## src/rtl/count_stream_checker_sat_counter.sv

```systemverilog
// Saturating up-counter with synchronous clear (clear + increment -> 1).
// Ports: clk, reset (sync, active-high), inc, clr, q (WIDTH).
module sat_counter #(
    parameter int WIDTH = 8
) (
    input  logic             clk,
    input  logic             reset,
    input  logic             inc,
    input  logic             clr,
    output logic [WIDTH-1:0] q
);

    logic [WIDTH-1:0] q_q;
    logic [WIDTH-1:0] q_d;

    always_comb begin
        q_d = q_q;
        if (clr) begin
            // An event in the clear cycle is counted, not lost.
            q_d = inc ? WIDTH'(1) : '0;
        end else if (inc && (q_q != '1)) begin
            q_d = q_q + WIDTH'(1);
        end
    end

    always_ff @(posedge clk) begin
        if (reset) begin
            q_q <= '0;
        end else begin
            q_q <= q_d;
        end
    end

    assign q = q_q;

endmodule

```

## config.mk

```make
export PLATFORM = sky130hd
export DESIGN_NAME = sat_counter
export DESIGN_NICKNAME = d
export VERILOG_FILES = /design/src/rtl/count_stream_checker_sat_counter.sv
export SDC_FILE = /design/constraint.sdc
export NUM_CORES = 1
export LEC_CHECK = 0
export ABC_AREA = 1
export CAP_MARGIN = 0
export CORE_UTILIZATION = 30
export CTS_CLUSTER_SIZE = 25
export DETAILED_ROUTE_END_ITERATION = 8
export SLEW_MARGIN = 20
export SYNTH_ARGS = -nofsm -noshare
export SYNTH_HDL_FRONTEND = slang
export SYNTH_SLANG_ARGS = --single-unit
```

## constraint.sdc

```tcl
create_clock -name clk -period 3 [get_ports clk]
set_input_delay 0.9 -clock clk [delete_from_list [all_inputs] [get_ports clk]]
set_output_delay 0.9 -clock clk [all_outputs]
set_load 0.1 [all_outputs]
```

==> reports/results.txt, run 1 <==
gpl congestion: 0.8102
RSZ-0062 raised after global routing: no
vias in the first global route: 446
Final TNS setup: 0 ps
Seq. cell area: 160.2 um^2
commonest non-fill, non-tap cell in the layout: nand2_1
crit-path cells: buf_4
post-synthesis sequential element count: 8
clk root buf: clkbuf_4
Total GRT Usage: 13.36%
Synth Area in Compound Gates: 9.924%
IO buf count: 11
Die Wd: 42.49 um
P_leak: 0.2789 nW
H-tree lvl count: 1
Syn Inst Count: 75
main combinational cell family by area after synthesis: simple AND/OR/NAND/NOR gates
number of max-cap violations: 0
Hold/Removal Path Class: reg2reg
footprint of the multi-input gates: 294.0 um^2
final layout net count: 96
min cycle time layout: 1992 ps
setup bufs post-CTS: 0
antenna-violating nets left: 0
GR Overflow Total: 0
final wirelength: 1074 um
Detailed Place HPWL: 854.5 um
worst reg2reg setup slack: 1540 ps
top post-synthesis cells by area: dfxtp_1 (33%), nand2_1 (12%), nand3_1 (9.2%), nor2_1 (7.6%), inv_1 (6.9%)
# diodes: 0
Fmax achieved: 502.0 MHz
kind of critical path: reg2out
Hold Violations, Final: 0
core area: 1524 um^2
placed instance area: 601.8 um^2
die area: 1805 um^2
arrival time worst endpoint: 1090 ps
first-pass GRT wire length: 1807 um
status: complete, no violations
clock slew seen by the registers of the worst setup and hold paths: 60 ps
adder and majority gate portion of the synthesized area: 2.545%
largest net degree at the start of global routing: 9
headroom to the max-slew limit: 80.97%
# resized after CTS: 0
Max stage delay cell, worst path: dfxtp_1
Int Pwr: 168.7 uW
later-pin clock latency in the skew report: 260 ps
Synth Area in XOR/XNOR: 0%
layout cell share with drive strength beyond 1: 22.47%
via/cell ratio: 4.933
Rows: 14
Setup violations, final: 0
Final Slew Violations: 0
final worst-path cycle share: 66.40%
Clock Skew: 3.426 ps
post-route total power: 249.5 uW
leading cell types in the layout, fill and taps excluded: nand2_1 (16), nor2_1 (10), inv_1 (9), nand3_1 (9)
syn nets: 80
Seq pwr share: 45.2%
CTS hold repair buffers: 0
post-DR wirelength/cell: 10.23 um
area grow syn2layout: 26.97%
Ys Warns: 0
via count: 518
Required @ worst endpoint: 2100 ps
critical path buffer and inverter count: 1
Logic pwr share: 20.1%
CTS Buf Count: 3
CP max stage delay: 480 ps
Yosys cell types: 18
Initial Util: 32.27%
cell accounting for the most synthesized area: dfxtp_1
CP Launch Type: flop
max reg flops: 8
antenna violations before repair: 0
synthesized cell area: 491.7 um^2
Largest delay share family, worst path: flip-flops
final hold slack: 460.0 ps
pwr/cell area: 399.5 nW/um^2
drt pass-1 iters: 4
I/O Pins: 12
Finished Cell Area: 624.3 um^2
switching pwr: 80.75 uW
Longest Clk Path Bufs: 2
initial DRC count: 7
Switching Share: 32.37%
synthesized area per cell: 6.556 um^2
worst vdd ir: 0.1782 mV
Seq/Total Area, Yosys: 32.57%
Clk network pwr share: 34.7%
worst-margin pin slew: 285.1 ps
crit path max fanout: 7
# fillers: 180
DR DRC count: 0
die height: 42.49 um
CP Capture Type: output pin
multiplexer share of the synthesized area: 0%
post-synthesis simple-gate area fraction: 47.33%
CTS tree: done
share of the synthesized area in the top cell type: 32.57%
# clock sinks: 8
cell families (layout without fill, tap and decap cells):
group,Yosys count,after routing
buffers and inverters,10,24
AND/OR/NAND/NOR,47,47
AO/OA/AOI/OAI,9,9
adder cells (fa/ha/maj),1,1
flip-flops,8,8
cell type report:
type | instances | area share [%]
multi-input combinational | 57 | 47.09
tap | 16 | 3.206
sequential | 8 | 25.65
clock buffer | 3 | 3.607
inverter | 10 | 6.012
timing repair buffer | 11 | 14.43
cells in the mapped netlist (all sizes together):
cell	instances
nand2	21
nor2	12
nand3	9
inv	10
ha	1
dfxtp	8
nor3	1
nand4	3
nand3b	1
a21oi	6
o21ai	3
stage by stage:
step | util, % | instances | setup WS [ps]
2_1_floorplan | - | 75 | 915.8
3_3_place_gp | 39.49 | 102 | 967.3
3_5_place_dp | 39.49 | 102 | 971.5
4_1_cts | 40.97 | 105 | 1011
5_1_grt | 40.97 | 105 | 969.6
6_report | 40.97 | 105 | 1008
power groups by stage:
stage / combinational [mW] / clock (mW) / sequential, mW
5_1_grt: 0.0533 / 0.0935 / 0.113
4_1_cts: 0.0503 / 0.0892 / 0.113
3_3_place_gp: 0.0501 / 0 / 0.115
3_5_place_dp: 0.0501 / 0 / 0.115
6_report: 0.0502 / 0.0866 / 0.113
2_1_floorplan: 0.0150 / 0 / 0.136
metal layers:
metal,vias to the layer above,part of all wire (%),GRT usage (%)
li1,271,-,-
met1,233,49,16.97
met2,10,45,19.69
met3,4,3.0,1.724
met4,0,3.0,11.25
met5,-,0,0
worst min-delay path, cell delays in order, from the launching register on:
cell and delay (ps):
dfxtp_1 320, inv_1 50, a21oi_1 50
path summary, 6_finish.rpt:
path,from,end,cells after the start
worst max-delay path,q[2],q[2],1
worst max register to register,q[0],q[5],8
worst min-delay path,q[6],q[6],2
worst min register to register,q[6],q[6],2
Power figures use the tool's default switching activity.
==> run 2, diff against run 1 <==
==> constraint.sdc (replaced) <==
create_clock -name clk -period 1.9 [get_ports clk]
set_input_delay 0.57 -clock clk [delete_from_list [all_inputs] [get_ports clk]]
set_output_delay 0.57 -clock clk [all_outputs]
set_load 0.1 [all_outputs]
==> run 2 against run 1 <==
  * Die area is the same
  * Hold slack gained 35 ps
  * Clock power grew 59%
  * Cell area grew 16%
  * Combinational power grew 81%
  * Sequential power grew 60%
  * First-iteration DRC count grew 100%
  * Clock-buffer cell count is the same
  * Wire length grew 5.0%
  * Global-route usage grew 1.4 points
  * Cell count is the same
  * Worst setup slack lost 690 ps
==> reports/results.txt, run 2 (synthesis gave the netlist of run 1 again) <==
Max stage delay cell, worst path: dfxtp_1
Initial Util: 32.27% (unchanged)
Final Slew Violations: 0 (unchanged)
leading cell types in the layout, fill and taps excluded: nand2_1 (16), nor2_1 (10), inv_1 (9), nand3_1 (9), buf_12 (8)
CP max stage delay: 520 ps (+40 ps)
arrival time worst endpoint: 1010 ps (-80 ps)
kind of critical path: reg2out
Die Wd: 42.49 um (unchanged)
H-tree lvl count: 1 (unchanged)
crit path max fanout: 7 (unchanged)
Longest Clk Path Bufs: 2 (unchanged)
via/cell ratio: 5.057 (+2.5%)
Total GRT Usage: 14.78% (+1.4 points)
vias in the first global route: 490 (+9.9%)
drt pass-1 iters: 4 (unchanged)
Required @ worst endpoint: 1330 ps (-770 ps)
# diodes: 0 (unchanged)
Detailed Place HPWL: 879.3 um (+2.9%)
final worst-path cycle share: 83.09%
clock slew seen by the registers of the worst setup and hold paths: 60 ps (about the same)
later-pin clock latency in the skew report: 260 ps (about the same)
post-route total power: 410.6 uW (+65%)
max reg flops: 8 (unchanged)
CTS hold repair buffers: 0 (unchanged)
CTS tree: done
fin worst setup slack: 321.3 ps (-686.6 ps)
antenna-violating nets left: 0 (unchanged)
largest net degree at the start of global routing: 9 (unchanged)
status: complete, no violations
pre-CTS WS: 184.9 ps (-786.5 ps)
Setup violations, final: 0 (unchanged)
die area: 1805 um^2 (unchanged)
critical path buffer and inverter count: 1 (unchanged)
commonest non-fill, non-tap cell in the layout: nand2_1
pwr/cell area: 564.8 nW/um^2 (+41%)
setup bufs post-CTS: 0 (unchanged)
Final TNS setup: 0 ps (unchanged)
clk root buf: clkbuf_4
via count: 531 (+2.5%)
Hold/Removal Path Class: reg2reg
CTS Buf Count: 3 (unchanged)
IO buf count: 11 (unchanged)
final wirelength: 1128 um (+5.0%)
# clock sinks: 8 (unchanged)
Fmax achieved: 633.4 MHz
gpl congestion: 0.8238 (+1.7%)
post-DR wirelength/cell: 10.74 um (+5.0%)
Rows: 14 (unchanged)
DR DRC count: 0 (unchanged)
GR Overflow Total: 0 (unchanged)
final layout net count: 96 (unchanged)
Largest delay share family, worst path: flip-flops
CP Capture Type: output pin
first-pass GRT wire length: 1959 um (+8.4%)
number of max-cap violations: 0 (unchanged)
layout cell share with drive strength beyond 1: 24.72% (+2.2 points)
CP Launch Type: flop
worst-margin pin slew: 341.6 ps (+56.54 ps)
min cycle time layout: 1579 ps
headroom to the max-slew limit: 77.19% (-3.8 points)
die height: 42.49 um (unchanged)
RSZ-0062 raised after global routing: no
worst vdd ir: 0.2696 mV (+51%)
initial DRC count: 14 (+7)
I/O Pins: 12 (unchanged)
area grow syn2layout: 47.84%
Clock Skew: 0.8265 ps (-2.600 ps)
core area: 1524 um^2 (unchanged)
antenna violations before repair: 0 (unchanged)
Hold Violations, Final: 0 (unchanged)
crit-path cells: buf_12
P_leak: 0.3031 nW (+8.6%)
# resized after CTS: 0 (unchanged)
## run 2: cell counts in the layout (fill, tap and decap cells not counted)
Identical to the previous run, type by type.
## run 2: report_power, final
| part | internal (mW) | switching [mW] | leakage (nW) |
|---|---|---|---|
| logic | 0.0326 | 0.0584 | 0.223 |
| registers | 0.173 | 0.00803 | 0.0658 |
| clock network | 0.0728 | 0.0656 | 0.0138 |
## run 2: final timing paths
check / startpoint / to / slack [ps] / cells after the start
setup / recovery: q[2] / q[2] / 320 / 1
hold / removal: q[6] / q[6] / 500 / 2
setup reg to reg: q[0] / q[5] / 480 / 8
hold reg to reg: q[6] / q[6] / 500 / 2
## run 2: final cells by class
cell class	count	area, um^2
clock buffer	3	22.52
fill	159	797.0
inverter	10	37.54
multi-input combinational	57	294.0
sequential	8	162.7
tap	16	20.02
timing repair buffer	11	190.2
## run 2: metrics by stage
step	utilization, %	hold WS, ps	instances	area [um^2]
floorplan	-	631.7	75	494.2
global placement	46.22	496.2	102	704.4
detailed placement	46.22	491.3	102	704.4
CTS	47.70	500.6	105	726.9
global route	47.70	522.1	105	726.9
finish	47.70	495.5	105	726.9
## run 2: layer usage
metal,share of wire [%],GRT usage [%],vias to the layer above
met1,44,16.71,243
met3,3.5,1.724,4
met5,0,0,-
met2,49,23.08,12
met4,4.1,15.00,0
li1,-,-,272
==> run 3, diff against run 2 <==
==> constraint.sdc (replaced) <==
create_clock -name clk -period 1.3 [get_ports clk]
set_input_delay 0.39 -clock clk [delete_from_list [all_inputs] [get_ports clk]]
set_output_delay 0.39 -clock clk [all_outputs]
set_load 0.1 [all_outputs]
==> run 3 against run 2 <==
  * Cell area up 11%
  * Power rose by 45%
  * Sequential power up 40%
  * Via count rose by 4.9%
  * Critical path type is now reg2reg
==> reports/results.txt, run 3 (synthesis gave the netlist of run 1 again) <==
max reg flops: 8 (unchanged)
RSZ-0062 raised after global routing: yes
crit path max fanout: 6 (-1)
Seq pwr share: 42.8% (-1.3 points)
Total GRT Usage: 15.31% (+0.53 points)
final layout net count: 99 (+3.1%)
first-pass GRT wire length: 2021 um (+3.2%)
Die Wd: 42.49 um (unchanged)
I/O Pins: 12 (unchanged)
drt pass-1 iters: 5 (+1)
Final Slew Violations: 0 (unchanged)
via count: 557 (+4.9%)
Fmax achieved: 804.7 MHz
Clk network pwr share: 32.8% (-0.9 points)
Hold Violations, Final: 0 (unchanged)
gpl congestion: 0.8651 (+5.0%)
worst-margin pin slew: 286.4 ps (-55.22 ps)
Required @ worst endpoint: 1440 ps (+110 ps)
largest net degree at the start of global routing: 9 (unchanged)
antenna violations before repair: 0 (unchanged)
DR DRC count: 0 (unchanged)
later-pin clock latency in the skew report: 260 ps (about the same)
clock slew seen by the registers of the worst setup and hold paths: 60 ps (about the same)
arrival time worst endpoint: 1390 ps (+380 ps)
Logic pwr share: 24.4% (+2.2 points)
switching pwr: 191.2 uW (+45%)
CTS hold repair buffers: 0 (unchanged)
area grow syn2layout: 64.63%
post-DR wirelength/cell: 11.17 um (+3.9%)
clk root buf: clkbuf_4
# diodes: 0 (unchanged)
Int Pwr: 402.5 uW (+45%)
final wirelength: 1206 um (+6.9%)
commonest non-fill, non-tap cell in the layout: nand2_1
Detailed Place HPWL: 931.2 um (+5.9%)
CP Launch Type: flop
antenna-violating nets left: 0 (unchanged)
number of max-cap violations: 0 (unchanged)
leading cell types in the layout, fill and taps excluded: nand2_1 (15), inv_1 (9), nand3_1 (9), nor2_1 (9)
Clock Skew: 4.901 ps (+4.074 ps)
status: complete, no violations
Final TNS setup: 0 ps (unchanged)
via/cell ratio: 5.157 (+2.0%)
GR Overflow Total: 0 (unchanged)
Finished Core Util: 53.12% (+5.4 points)
die height: 42.49 um (unchanged)
die area: 1805 um^2 (unchanged)
# clock sinks: 8 (unchanged)
Setup violations, final: 0 (unchanged)
CP Capture Type: flop
placed instance area: 774.5 um^2 (+9.9%)
final worst-path cycle share: 95.59%
Longest Clk Path Bufs: 2 (unchanged)
CTS tree: done
worst vdd ir: 0.3680 mV (+36%)
P_leak: 0.3417 nW (+13%)
Finished Cell Area: 809.5 um^2 (+11%)
Hold/Removal Path Class: reg2reg
layout cell share with drive strength beyond 1: 36.96% (+12 points)
Switching Share: 32.20% (+0.038 points)
H-tree lvl count: 1 (unchanged)
core area: 1524 um^2 (unchanged)
initial DRC count: 21 (+7)
Initial Util: 32.27% (unchanged)
CTS Buf Count: 3 (unchanged)
IO buf count: 11 (unchanged)
kind of critical path: reg2reg
vias in the first global route: 443 (-9.6%)
pwr/cell area: 733.4 nW/um^2 (+30%)
headroom to the max-slew limit: 80.88% (+3.7 points)
Rows: 14 (unchanged)
min cycle time layout: 1243 ps
[run 3: cell types whose count changed in the layout (fill, tap and decap cells not counted), sizes merged]
cell  delta
buf      +3
[run 3: routing by layer]
metal | track usage (%) | wire length (um) | vias up
met5 | 0 | 0 | -
li1 | - | - | 284
met2 | 19.08 | 543 | 16
met4 | 13.13 | 40 | 0
met3 | 3.448 | 51 | 5
met1 | 21.41 | 570 | 252
[run 3: worst max-delay path: stages (launching register included)]
cell	delay, ps
dfxtp_4	390
ha_4	170
nand2_4	70
nor2_4	100
nand2_4	70
nand2_4	100
nand2_4	90
nand2_2	80
a21oi_1	60
[run 3: repair_timing]
item | CTS | global route
resized for setup | 0 | 2
endpoints found under the setup margin | 0 | 3
hold endpoints to repair | 0 | 0
buffers inserted | 0 | 1
[run 3: per-stage QoR]
stage               worst slack (ps)  instances  hold WS, ps  power [mW]
floorplan                     -78.27         75        449.4      0.3421
global placement              -164.3        104        483.8      0.4023
detailed placement            -192.6        104        488.7      0.4003
CTS                            53.92        107        503.7      0.6014
global route                  -27.02        108        534.0      0.6245
finish                         57.29        108        497.9      0.5937
[run 3: power groups by stage]
stage | combinational [mW] | clock (mW) | sequential [mW]
after floorplan | 0.0380 | 0 | 0.304
after global placement | 0.143 | 0 | 0.259
after detailed placement | 0.141 | 0 | 0.259
after CTS | 0.142 | 0.206 | 0.254
after global routing | 0.155 | 0.214 | 0.255
final | 0.145 | 0.195 | 0.254
[run 3: cell type report]
cell class                 instances  area [um^2]
timing repair buffer              14        212.7
tap                               16        20.02
fill                             147        714.4
multi-input combinational         57        326.6
sequential                         8        190.2
inverter                          10        37.54
clock buffer                       3        22.52
[run 3: path summary, 6_finish.rpt]
check | endpoint | slack (ps) | depth (start not counted) | from
max | q[4] | 60 | 8 | q[0]
min reg2reg | q[6] | 500 | 2 | q[6]
min | q[6] | 500 | 2 | q[6]
max reg2reg | q[4] | 60 | 8 | q[0]
